==> src/rtl/fetch_pc_unit_pkg.sv <==
// Shared constants for the IF-stage PC unit: opcodes, default reset PC and
// instruction length.
package fetch_pc_unit_pkg;

   localparam logic [6:0]  OPC_BRANCH       = 7'b1100011;
   localparam logic [6:0]  OPC_JAL          = 7'b1101111;
   localparam logic [31:0] DEFAULT_RESET_PC = 32'h0000_0000;
   localparam int unsigned INSTR_BYTES      = 4;

   // True when the instruction's major opcode equals opc.
   function automatic logic has_opcode(input logic [31:0] instr, input logic [6:0] opc);
      return (instr[6:0] == opc);
   endfunction

endpackage

==> src/rtl/fetch_pc_unit_branch_target_gen.sv <==
// Combinational target generator: sign-extends the B-immediate (and, when
// FETCH_PC_JAL_EN is defined, the J-immediate) of the fetched instruction and
// adds it to the fetch PC. Arithmetic wraps modulo 2^ADDR_W. ADDR_W >= 21.
module branch_target_gen #(
   parameter int ADDR_W = 32
) (
   input  logic [31:0]       instr,
   input  logic [ADDR_W-1:0] pc,
`ifdef FETCH_PC_JAL_EN
   output logic [ADDR_W-1:0] jal_target,
`endif
   output logic [ADDR_W-1:0] target
);

   logic [12:0]       b_imm;
   logic [ADDR_W-1:0] b_imm_ext;

   // Conditional-branch target from the scattered B-immediate fields.
   always_comb begin
      b_imm     = {instr[31], instr[7], instr[30:25], instr[11:8], 1'b0};
      b_imm_ext = {{(ADDR_W-13){b_imm[12]}}, b_imm};
      target    = pc + b_imm_ext;
   end

`ifdef FETCH_PC_JAL_EN
   logic [20:0]       j_imm;
   logic [ADDR_W-1:0] j_imm_ext;
   logic              unused_opcode;

   // JAL target from the J-immediate fields.
   always_comb begin
      j_imm      = {instr[31], instr[19:12], instr[20], instr[30:21], 1'b0};
      j_imm_ext  = {{(ADDR_W-21){j_imm[20]}}, j_imm};
      jal_target = pc + j_imm_ext;
   end

   assign unused_opcode = ^instr[6:0];
`else
   logic unused_fields;
   assign unused_fields = ^{instr[24:12], instr[6:0]};
`endif

endmodule

==> src/rtl/fetch_pc_unit.sv <==
// IF-stage PC generator with IF/ID branch tracking. Flags conditional branches
// for the predictor, follows predicted-taken branches with no bubble, carries
// the prediction and the not-chosen path into ID, and redirects/flushes on a
// mispredict. Optional JAL redirect in IF: define FETCH_PC_JAL_EN.
module fetch_pc_unit
   import fetch_pc_unit_pkg::*;
#(
   parameter int                ADDR_W   = 32,
   parameter logic [ADDR_W-1:0] RESET_PC = ADDR_W'(DEFAULT_RESET_PC)
) (
   input  logic              clk,
   input  logic              rst,
   input  logic              stall_i,
   input  logic [31:0]       IF_instr_i,
   input  logic              taken_i,
   input  logic              ID_taken_actual_i,
   output logic [ADDR_W-1:0] pc_o,
   output logic              IF_branch_o,
   output logic              ID_branch_o,
   output logic              wrong_o,
   output logic              flush_o
);

   logic [ADDR_W-1:0] pc;
   logic              id_branch;
   logic              id_pred;
   logic [ADDR_W-1:0] id_recover;

   logic [ADDR_W-1:0] seq_pc;
   logic [ADDR_W-1:0] target_pc;
   logic [ADDR_W-1:0] next_pc;
   logic              is_branch;
   logic              wrong;
   logic              flush;

`ifdef FETCH_PC_JAL_EN
   logic [ADDR_W-1:0] jal_pc;
   logic              is_jal;
   assign is_jal = has_opcode(IF_instr_i, OPC_JAL);
`endif

   branch_target_gen #(
      .ADDR_W (ADDR_W)
   ) u_target (
      .instr      (IF_instr_i),
      .pc         (pc),
`ifdef FETCH_PC_JAL_EN
      .jal_target (jal_pc),
`endif
      .target     (target_pc)
   );

   // Decode, mispredict detection and next-PC selection (flush beats any
   // IF-stage redirect, so a branch behind a mispredict is discarded).
   always_comb begin
      is_branch = has_opcode(IF_instr_i, OPC_BRANCH);
      seq_pc    = pc + ADDR_W'(INSTR_BYTES);
      wrong     = id_branch && (id_pred != ID_taken_actual_i);
      flush     = wrong && !stall_i;
      next_pc   = seq_pc;
      if (flush) begin
         next_pc = id_recover;
      end else if (is_branch && taken_i) begin
         next_pc = target_pc;
`ifdef FETCH_PC_JAL_EN
      end else if (is_jal) begin
         next_pc = jal_pc;
`endif
      end
   end

   // PC and IF/ID registers; a stall freezes everything, a flushed slot
   // enters ID as a bubble.
   always_ff @(posedge clk) begin
      if (rst) begin
         pc         <= RESET_PC;
         id_branch  <= 1'b0;
         id_pred    <= 1'b0;
         id_recover <= '0;
      end else if (!stall_i) begin
         pc         <= next_pc;
         id_branch  <= is_branch && !flush;
         id_pred    <= taken_i;
         id_recover <= taken_i ? seq_pc : target_pc;
      end
   end

   assign pc_o        = pc;
   assign IF_branch_o = is_branch;
   assign ID_branch_o = id_branch;
   assign wrong_o     = wrong;
   assign flush_o     = flush;

endmodule

==> config.mk <==
export PLATFORM = sky130hd
export DESIGN_NAME = fetch_pc_unit
export DESIGN_NICKNAME = d
export VERILOG_FILES = /design/src/rtl/fetch_pc_unit_pkg.sv /design/src/rtl/fetch_pc_unit_branch_target_gen.sv /design/src/rtl/fetch_pc_unit.sv
export SDC_FILE = /design/constraint.sdc
export NUM_CORES = 1
export LEC_CHECK = 0
export BUFFER_PORTS_ARGS = -buffer_cell sky130_fd_sc_hd__buf_2
export CORE_UTILIZATION = 47
export CTS_BUF_LIST = sky130_fd_sc_hd__clkbuf_2 sky130_fd_sc_hd__clkbuf_4 sky130_fd_sc_hd__clkbuf_8
export CTS_CLUSTER_SIZE = 30
export DETAILED_ROUTE_END_ITERATION = 10
export GPL_ROUTABILITY_DRIVEN = 0
export GPL_TIMING_DRIVEN = 0
export PLACE_DENSITY_LB_ADDON = 0.3
export SYNTH_ARGS = -nofsm -noshare
export SYNTH_HDL_FRONTEND = slang
export SYNTH_HIERARCHICAL = 1
export SYNTH_SLANG_ARGS = --single-unit
==> constraint.sdc <==
create_clock -name clk -period 3 [get_ports clk]
set_input_delay 0.3 -clock clk [delete_from_list [all_inputs] [get_ports clk]]
set_output_delay 0.3 -clock clk [all_outputs]
set_load 0.02 [all_outputs]
==> results of run 1 <==
-- through the flow --
step	setup slack (ps)	TNS [ps]	area, sq um
global route	-22.4	-22.4	6540
floorplan	222	0	5740
global placement	-451	-2310	6200
detailed placement	-469	-2650	6200
CTS	17.4	0	6410
finish	111	0	6540
-- layer usage --
metal	wire, um	GRT usage [%]
met5	0	0
met4	969	18.4
met3	1930	5.62
met2	9020	49.0
met1	8620	42.3
-- power by group through the flow --
stage | clock (mW) | combinational (mW) | sequential (mW)
after floorplan | 0 | 0.496 | 1.02
after global placement | 0 | 0.707 | 1.01
after detailed placement | 0 | 0.714 | 1.01
after CTS | 0.701 | 0.727 | 0.995
after global routing | 0.746 | 0.837 | 1.01
final | 0.707 | 0.774 | 0.999
-- synth_stat cells (all sizes together) (10+ instances only) --
library cell | n | area (sq um)
inv | 21 | 78.8
nor2 | 86 | 325
dfxtp | 66 | 1320
clkbuf | 42 | 158
nand4 | 14 | 106
a211oi | 14 | 105
a31oi | 11 | 98.8
nor3 | 29 | 145
a311oi | 10 | 87.6
xor2 | 12 | 105
a21o | 10 | 76.3
a21oi | 79 | 395
a22oi | 11 | 82.6
ha | 31 | 388
or3 | 11 | 70.1
nor4 | 15 | 106
a221oi | 14 | 123
nand2 | 71 | 267
o21ai | 40 | 200
nand3 | 27 | 140
buf | 15 | 90.1
xnor2 | 25 | 219
-- how the worst max path moves through the flow --
stage                           from                    end  slack, ps  cells after the start
2_1_floorplan   pc_o[5]$_SDFFE_PP0N_  pc_o[11]$_SDFFE_PP0N_        220                     11
6_report        pc_o[5]$_SDFFE_PP0N_  pc_o[17]$_SDFFE_PP0N_        110                     11
3_3_place_gp          IF_instr_i[31]  pc_o[29]$_SDFFE_PP0N_       -450                     11
5_1_grt               IF_instr_i[31]  pc_o[27]$_SDFFE_PP0N_        -20                     12
3_5_place_dp          IF_instr_i[31]  pc_o[29]$_SDFFE_PP0N_       -470                     11
4_1_cts        pc_o[16]$_SDFFE_PP0N_  pc_o[27]$_SDFFE_PP0N_         20                     11
-- repair_timing --
action | 4_1_cts | 5_1_grt
setup endpoints to repair | 10 | 18
gates resized for setup | 8 | 33
pin swaps | 1 | 5
buffers inserted | 0 | 4
-- placed cells by master (no fill, tap or decap), types with 10 or more instances in the layout --
| master | Yosys | routed |
|---|---|---|
| a211oi_1 | 14 | 14 |
| buf_2 | 6 | 62 |
| a311oi_1 | 10 | 10 |
| nor3_1 | 29 | 27 |
| a21oi_1 | 79 | 72 |
| nand3_1 | 26 | 26 |
| ha_1 | 31 | 28 |
| dfxtp_2 | 0 | 11 |
| inv_1 | 21 | 21 |
| xor2_1 | 12 | 12 |
| dfxtp_1 | 66 | 54 |
| a221oi_1 | 14 | 12 |
| o21ai_0 | 40 | 37 |
| a22oi_1 | 11 | 11 |
| or3_1 | 10 | 10 |
| nand4_1 | 11 | 11 |
| clkbuf_1 | 42 | 39 |
| nand2_1 | 71 | 71 |
| nor2_1 | 85 | 85 |
| xnor2_1 | 25 | 23 |
| nor4_1 | 13 | 12 |
-- critical path: cells and delay by family, from the launching register on --
kind / cells / cell delay (ps)
buffers and inverters: 1 / 130
adder cells (fa/ha/maj): 1 / 310
flip-flops: 1 / 390
XOR/XNOR: 1 / 200
AO/OA/AOI/OAI: 5 / 1010
AND/OR/NAND/NOR: 3 / 760
-- area by class of cell --
cell class | instances | area (sq um) | area share [%]
clock buffer | 9 | 124 | 1.89
buffer | 54 | 236 | 3.61
tap | 143 | 179 | 2.73
multi-input combinational | 634 | 4210 | 64.4
inverter | 23 | 86.3 | 1.32
clock inverter | 7 | 55.1 | 0.841
sequential | 66 | 1340 | 20.5
timing repair buffer | 60 | 310 | 4.74
-- state kept, by name, indices dropped and copies added (netlist names) --
name / count
id_recover: 32
id_pred: 1
ID_branch_o: 1
pc_o: 32
-- cells by family after synthesis --
| family | count (synthesis) |
|---|---|
| AO/OA/AOI/OAI | 270 |
| XOR/XNOR | 37 |
| adder cells (fa/ha/maj) | 32 |
| buffers and inverters | 80 |
| flip-flops | 66 |
| multiplexers | 9 |
| AND/OR/NAND/NOR | 286 |
==> metrics.md, run 1 <==
| Metric | Value |
|---|---|
| Starting density of the core | 49.2% |
| Clock sink count | 66 |
| Final HPWL DP | 14600 um |
| XOR/XNOR share of the synthesized area | 5.65% |
| First-pass DRT Iterations | 6 |
| Filler Cells Inserted | 1151 |
| Final Skew | 15.4 ps |
| Routed WL | 20500 um |
| Sw frac | 38.6% |
| R2r setup slk | 110 ps |
| Area share of fa/ha/maj cells after synthesis | 7.11% |
| Vias in the first global route | 5903 |
| Cell count after synthesis | 780 |
| Max cap viols | 0 |
| Seq cells post-synth | 66 |
| Switch Pwr | 0.956 mW |
| Hold depth | 5 |
| Root Buffer | clkbuf_8 |
| Comb pwr share | 31.2% |
| Synth-to-layout area growth | 14.1% |
| Largest family of logic cells by synthesized area | compound AO/OA/AOI/OAI gates |
| Kind of critical path | flip-flop to flip-flop |
| Vias/cell | 6.62 |
| Clock power frac | 28.5% |
| Syn Nets | 849 |
| Crit path launch type | flip-flop |
| FF-to-FF Start | pc_o[5]$_SDFFE_PP0N_ |
| Die area | 12700 sq um |
| Hold/Removal Path Class | input port to flip-flop |
| Crit-path slowest cell | or4_4 |
| Post-synthesis sequential area ratio | 23.0% |
| Hold-fix buffers at CTS | 0 |
| Worst VDD drop | 0.000272 V |
| Row count | 39 |
| Syn Area/Cell | 7.35 sq um |
| CTS tree | built |
| CTS Buf Count | 9 |
| Worst R2R Path Depth | 11 |
| Die Y | 112 um |
| Ant diodes | 0 |
| Port Buf Inserts | 56 |
| Longest Clk Path Bufs | 2 |
| Outcome | finished clean |
| Largest stage delay, worst path | 580 ps |
| CTS H-tree depth | 3 |
| Lkg Pwr | 2.56 nW |
| Worst-path cell chain | ha_1 -> buf_6 -> a211o_1 -> a31oi_4 -> or4_4 -> a31oi_4 -> nor2_1 -> xnor2_2 -> nor2_1 -> a211o_1 -> a221oi_2 |
| Endpoint class of the critical path | flip-flop |
| Synth Area in Compound Gates | 32.2% |
| Slew Viols, Final | 0 |
| Share of post-route cells with drive strength above 1 | 16.3% |
| Nets@finish | 917 |
| Total grt overflow | 0 |
| Slew headroom | 46.9% |
| Initial antenna violation count | 0 |
| Reg power frac | 40.3% |
| Number of synthesis warnings | 6 |
| Int Pwr | 1.52 mW |
| Max Fanout on Critical Path | 8 |
| Primary FF master, synth | dfxtp_1 |
| Placed Instances | 979 |
| Worst skew pair latency | 360 ps |
| Fmax achieved | 346 MHz |
| Arrival time worst endpoint | 3160 ps |
| Min Tclk post-route | 2890 ps |
| Slew @ Worst Pin | 794 ps |
| Reg clk slew, reported paths | 80 ps |
| Final ANT Viol Nets | 0 |
| Simple-gate share of the synthesized area | 24.6% |
| First-pass GRT wire length | 31400 um |
| DRC viols | 0 |
| Final cycle utilization of the critical path | 96.3% |
| Post-synthesis cell area | 5740 sq um |
| Die outline width | 112 um |
| Via count | 6597 |
| Final core occ | 56.1% |
| Power Total | 2.48 mW |
| Final std cells w/o fill | 996 |
| Reg-to-Reg End | pc_o[17]$_SDFFE_PP0N_ |
| Hold Path Origin | IF_instr_i[3] |
| Synth cell types | 79 |
| Final setup vio count | 0 |
| DR WL/cell | 20.6 um |
| Hold endpoint | ID_branch_o$_SDFFE_PP0N_ |
| Async SR Flop Fraction | 0% |
| Hold Fails Final Rpt | 0 |
| Starting DRT DRC Count | 709 |
| Worst EP required | 3270 ps |
| Largest net degree at the start of global routing | 21 |
| P per Cell Area | 379 nW/um^2 |
| I/O Pins | 73 |
| Hold WS | 369 ps |
| Multiplexer share of the synthesized area | 1.59% |
| All-Layer GR Usage | 32.0% |
| Number of flops mapped to enable cells by yosys | 0 |
| Core area | 11700 sq um |
Note: power is estimated with default switching activity, not from simulation.
==> run 2: changes to the inputs <==
--- a/config.mk
+++ b/config.mk
@@ -5,8 +5,9 @@
 export SDC_FILE = /design/constraint.sdc
 export NUM_CORES = 1
 export LEC_CHECK = 0
+export ABC_AREA = 1
 export BUFFER_PORTS_ARGS = -buffer_cell sky130_fd_sc_hd__buf_2
-export CORE_UTILIZATION = 47
+export CORE_UTILIZATION = 55
 export CTS_BUF_LIST = sky130_fd_sc_hd__clkbuf_2 sky130_fd_sc_hd__clkbuf_4 sky130_fd_sc_hd__clkbuf_8
 export CTS_CLUSTER_SIZE = 30
 export DETAILED_ROUTE_END_ITERATION = 10
==> metrics.md, run 2 <==
| Metric | Value |
|---|---|
| Outcome | finished clean |
| Starting DRT DRC Count | 866 |
| Multi-input logic area | 4370 sq um |
| Crit path from | pc_o[1]$_SDFFE_PP0P_ |
| Most frequent cell after synthesis | nand2_1 |
| Hold Fails Final Rpt | 0 |
| R2r setup slk | 530 ps |
| Most frequent cells in the layout | nand2_1 (413), inv_1 (203), a21oi_1 (92) |
| Power Total | 2.78 mW |
| Post-CTS sizing | 0 |
| Fin Setup TNS | 0 ps |
| Reg clk slew, reported paths | 80 ps |
| Worst setup path end | pc_o[21]$_SDFFE_PP0N_ |
| Max cap viols | 0 |
| Number of flops mapped to enable cells by yosys | 0 |
| Port Buf Inserts | 56 |
| Die outline width | 113 um |
| Primary FF master, synth | dfxtp_1 |
| Slew headroom | 60.1% |
| Starting density of the core | 56.2% |
| First-pass DRT Iterations | 5 |
| Synth area leaders | nand2_1 (23%), dfxtp_1 (20%), inv_1 (11%) |
| Nets@finish | 1339 |
| Slew Viols, Final | 0 |
| Core area | 12000 sq um |
| Max Fanout on Critical Path | 4 |
| Min Tclk post-route | 2470 ps |
| Cell count after synthesis | 1203 |
| Die Y | 113 um |
| Total grt overflow | 0 |
| Synth-to-layout area growth | 10.3% |
| Total area of sequential cells | 1320 sq um |
| Ant diodes | 0 |
| I/O Pins | 73 |
| Share of post-route cells with drive strength above 1 | 11.3% |
| Largest net degree at the start of global routing | 21 |
| Worst VDD drop | 0.000336 V |
| All-Layer GR Usage | 35.3% |
| Endpoint class of the critical path | flip-flop |
| Final Skew | 17.9 ps |
| Syn Nets | 1272 |
| Placed cell area | 7180 sq um |
| CTS H-tree depth | 3 |
| Row count | 40 |
| Clock sink count | 66 |
| Longest Clk Path Bufs | 2 |
| Worst EP required | 3250 ps |
| Final setup vio count | 0 |
| Worst skew pair latency | 370 ps |
| CTS tree | built |
| Slew @ Worst Pin | 592 ps |
| Initial antenna violation count | 0 |
| Hold/Removal Path Class | input port to flip-flop |
| Commonest non-fill, non-tap cell in the layout | nand2_1 |
| Arrival time worst endpoint | 2720 ps |
| Syn Area/Cell | 5.59 sq um |
| Post-synthesis sequential area ratio | 19.7% |
| DRC viols | 0 |
| Via count | 7760 |
| CTS Buf Count | 9 |
| Post-CTS setup buffers | 0 |
| Place WS | 504 ps |
| Post-synth top area share | 23.1% |
| Reg-to-Reg End | pc_o[21]$_SDFFE_PP0N_ |
| Final core occ | 62.0% |
| Synth cell types | 35 |
| Final Cell Area | 7410 sq um |
| Post-synth top cells | nand2_1 (413), inv_1 (203), a21oi_1 (92), o21ai_0 (91), nand3_1 (81) |
| RSZ-0062 raised after global routing | false |
| GR Util met3 | 5.99% |
| Root Buffer | clkbuf_8 |
| Final HPWL DP | 16700 um |
| First-pass GRT wire length | 35000 um |
| Fmax achieved | 406 MHz |
| Kind of critical path | flip-flop to flip-flop |
| Setup ws final | 534 ps |
| Met1 Use GR | 45.0% |
| Post-synthesis cell area | 6720 sq um |
| P per Cell Area | 375 nW/um^2 |
| Hold-fix buffers at CTS | 0 |
| Async SR Flop Fraction | 0% |
| Final cycle utilization of the critical path | 82.2% |
| Crit path launch type | flip-flop |
| FF-to-FF Start | pc_o[1]$_SDFFE_PP0P_ |
| Filler Cells Inserted | 1191 |
| GRT busiest layer | met2 |
| Vias/cell | 5.46 |
| Worst R2R Path Depth | 16 |
| Seq cells post-synth | 66 |
| Final ANT Viol Nets | 0 |
| DR WL/cell | 15.2 um |
| Dominant cell type by area after synthesis | nand2_1 |
| Number of synthesis warnings | 6 |
| Vias in the first global route | 7070 |
| Routed WL | 21600 um |
| Hold Path Origin | IF_instr_i[2] |
| Die area | 12700 sq um |
| Lkg Pwr | 4.06 nW |
| Routing usage on met2 | 57.3% |
-- run 2: cell count changes in the layout (fill, tap and decap cells not counted), moves of 18 or more --
cell and change:
nor3_1 -21, nand2_2 +18, xnor2_1 -19, inv_1 +182
nand3_1 +55, o21ai_0 +54, nand2_1 +342, clkbuf_1 -22
a21oi_1 +20
-- run 2: worst min path at each step --
stage	slack, ps	cells after the start	endpoint
finish	350	6	ID_branch_o$_SDFFE_PP0N_
global route	360	5	ID_branch_o$_SDFFE_PP0N_
CTS	340	6	ID_branch_o$_SDFFE_PP0N_
detailed placement	460	2	id_recover[1]$_SDFFE_PP0N_
global placement	460	2	id_recover[1]$_SDFFE_PP0N_
floorplan	440	2	id_recover[1]$_SDFFE_PP0N_
-- run 2: area by class of cell --
class / count / share of cell area (%)
Sequential cell: 66 / 17.8
Buffer: 40 / 3.46
Clock inverter: 6 / 1.22
Timing Repair Buffer: 56 / 3.78
Tap cell: 147 / 2.48
Clock buffer: 10 / 1.86
Inverter: 207 / 10.5
Multi-Input combinational cell: 890 / 58.9
-- run 2: metal layers --
metal	wire (um)	part of all wire [%]
met1	9300	43
met2	9360	43
met4	1160	5.4
met5	0	0
met3	1760	8.2
-- run 2: stage by stage --
stage                     instances  hold WS, ps
after detailed placement       1406          464
after global routing           1422          358
after global placement         1406          457
after CTS                      1422          339
after floorplan                1203          442
final                          1422          346
-- run 2: cells by family (layout without fill, tap and decap cells) --
kind of cell / after synthesis / after routing / synth area share [%]
AO/OA/AOI/OAI: 204 / 204 / 15.9
AND/OR/NAND/NOR: 629 / 629 / 39.7
flip-flops: 66 / 66 / 19.7
adder cells (fa/ha/maj): 32 / 32 / 6.07
XOR/XNOR: 25 / 25 / 3.26
buffers and inverters: 247 / 319 / 15.4
-- run 2: where the power goes --
part	total (mW)	leakage, nW	switching (mW)	internal, mW
sequential	1.02	0.546	0.0826	0.940
combinational	0.881	3.40	0.593	0.288
clock	0.875	0.112	0.383	0.492
-- run 2: worst max-delay path, stage by stage (launching register included) --
cell and delay [ps]:
dfxtp_1 340, ha_1 300, fa_1 490, nand3_1 130, nand3_2 90, nand2_1 80, nand2_2 80, nand2_1 80
nand2_2 80, nand2_1 100, nand2_1 50, nand2_1 50, nand2_1 90, o21ai_0 190, inv_1 60, nand2_1 60
a21oi_1 60
==> run 3: changes to the inputs <==
==> constraint.sdc (replaced) <==
create_clock -name clk -period 2.3 [get_ports clk]
set_input_delay 0.23 -clock clk [delete_from_list [all_inputs] [get_ports clk]]
set_output_delay 0.23 -clock clk [all_outputs]
set_load 0.02 [all_outputs]
==> metrics.md, run 3 (synthesized netlist as in run 2, its figures left out) <==
| Metric | Value |
|---|---|
| Die Y | 113 um |
| Vias in the first global route | 7074 |
| Slew Viols, Final | 0 |
| Min Tclk post-route | 2180 ps |
| Power Total | 3.67 mW |
| Final HPWL DP | 16700 um |
| Hold/Removal Path Class | input port to flip-flop |
| Hold Fails Final Rpt | 0 |
| Root Buffer | clkbuf_8 |
| Worst VDD drop | 0.000441 V |
| DR WL/cell | 15.4 um |
| Kind of critical path | flip-flop to flip-flop |
| Total grt overflow | 0 |
| CTS H-tree depth | 3 |
| Synth-to-layout area growth | 12.8% |
| Arrival time worst endpoint | 2440 ps |
| Crit path launch type | flip-flop |
| Final Skew | 16.5 ps |
| Crit path top cell by count | nand2_1 |
| Final ANT Viol Nets | 0 |
| Outcome | finished clean |
| Final setup vio count | 0 |
| Crit-path slowest cell | dfxtp_2 |
| Worst EP required | 2550 ps |
| Place WS | -126 ps |
| Slew @ Worst Pin | 636 ps |
| I/O Pins | 73 |
| FF-to-FF Start | pc_o[6]$_SDFFE_PP0N_ |
| Ant diodes | 0 |
| Largest stage delay, worst path | 430 ps |
| Most frequent cells in the layout | nand2_1 (404), inv_1 (203), a21oi_1 (87) |
| Starting DRT DRC Count | 832 |
| P per Cell Area | 484 nW/um^2 |
| Slew headroom | 57.6% |
| Row count | 40 |
| Hold Path Origin | IF_instr_i[2] |
| CTS Buf Count | 9 |
| Fmax achieved | 458 MHz |
| Share of post-route cells with drive strength above 1 | 15.3% |
| Port Buf Inserts | 56 |
| Worst Path Buf+Inv | 2 |
| Longest Clk Path Bufs | 2 |
| Placed Instances | 1406 |
| Hold WS | 268 ps |
| Max Fanout on Critical Path | 5 |
| Largest net degree at the start of global routing | 21 |
| CP top delay family | simple AND/OR/NAND/NOR gates |
| Setup ws final | 118 ps |
| Core area | 12000 sq um |
| Placed cell area | 7180 sq um |
| Worst skew pair latency | 380 ps |
| CTS tree | built |
| Initial antenna violation count | 0 |
| Worst-path cell chain | ha_1 -> nand2_2 -> inv_1 -> a21oi_2 -> nand2_2 -> nand2_1 -> nand2_2 -> nand2_1 -> nand2_1 -> nand2_1 -> nand2_1 -> o21ai_0 -> inv_1 -> nand2_1 -> a21oi_1 |
| Endpoint class of the critical path | flip-flop |
| First-pass DRT Iterations | 5 |
| Vias/cell | 5.47 |
| All-Layer GR Usage | 35.3% |
| Max cap viols | 0 |
| Routed WL | 21900 um |
| Lkg Pwr | 4.08 nW |
| Commonest non-fill, non-tap cell in the layout | nand2_1 |
| Nets@finish | 1340 |
| First-pass GRT wire length | 35000 um |
| Final cycle utilization of the critical path | 94.9% |
| Crit path from | pc_o[6]$_SDFFE_PP0N_ |
| Via count | 7777 |
| Clock sink count | 66 |
| Starting density of the core | 56.2% |
| Final std cells w/o fill | 1423 |
| Die outline width | 113 um |
| Die area | 12700 sq um |
| Final Cell Area | 7580 sq um |
| RSZ-0062 raised after global routing | true |
| Reg clk slew, reported paths | 70 ps |
| DRC viols | 0 |
==> run 3: cell count changes in the layout (fill, tap and decap cells not counted), moves of 6 or more <==
| cell | before | now |
|---|---|---|
| dfxtp_1 | 66 | 40 |
| dfxtp_2 | 0 | 20 |
| dfxtp_4 | 0 | 6 |
| nand2_1 | 413 | 404 |
| nand2_2 | 18 | 25 |
| o21ai_0 | 91 | 85 |
| o21ai_1 | 2 | 8 |
==> run 3: path summary, 6_finish.rpt <==
kind	endpoint	slack, ps	cells after the start
min	ID_branch_o$_SDFFE_PP0N_	270	6
max	pc_o[20]$_SDFFE_PP0N_	120	15
min reg2reg	id_recover[1]$_SDFFE_PP0N_	490	2
max reg2reg	pc_o[20]$_SDFFE_PP0N_	120	15
==> run 3: metrics by stage <==
| stage | TNS, ps | util (%) |
|---|---|---|
| after CTS | 0 | 62.1 |
| after global placement | -531 | 60.1 |
| after detailed placement | -875 | 60.1 |
| final | 0 | 63.4 |
| after global routing | -133 | 63.4 |
| after floorplan | 0 | - |
==> run 3: where the power goes <==
group / leakage [nW] / internal [mW] / switching [mW]
registers: 0.557 / 1.23 / 0.109
logic: 3.41 / 0.392 / 0.796
clock network: 0.112 / 0.641 / 0.502
total: 4.08 / 2.26 / 1.41
==> run 3: timing repair <==
item	CTS	global route
hold buffers	0	0
pin swaps	0	4
setup buffers	0	1
endpoints found under the setup margin	17	25
resized for setup	6	61
==> run 3: worst register-to-register path, stage by stage, from the launching register on <==
cell and delay (ps):
dfxtp_2 430, ha_1 340, nand2_2 130, inv_1 60, a21oi_2 140, nand2_2 110, nand2_1 80, nand2_2 90
nand2_1 100, nand2_1 70, nand2_1 50, nand2_1 120, o21ai_0 190, inv_1 50, nand2_1 60, a21oi_1 60
==> run 3: layout make-up <==
class,instances,area (sq um)
Timing Repair Buffer,57,288
Fill cell,1169,4380
Multi-Input combinational cell,890,4480
Buffer,40,256
Tap cell,147,184
Sequential cell,66,1370
Inverter,207,777
Clock buffer,10,138
Clock inverter,6,90.1
==> run 3: per-layer routing <==
metal | track usage (%) | vias to the layer above | share of wire (%)
met5 | 0 | - | 0
met4 | 18.5 | 0 | 5.7
met3 | 5.99 | 77 | 8.7
met2 | 57.0 | 395 | 43
met1 | 45.2 | 3409 | 42
li1 | - | 3896 | -
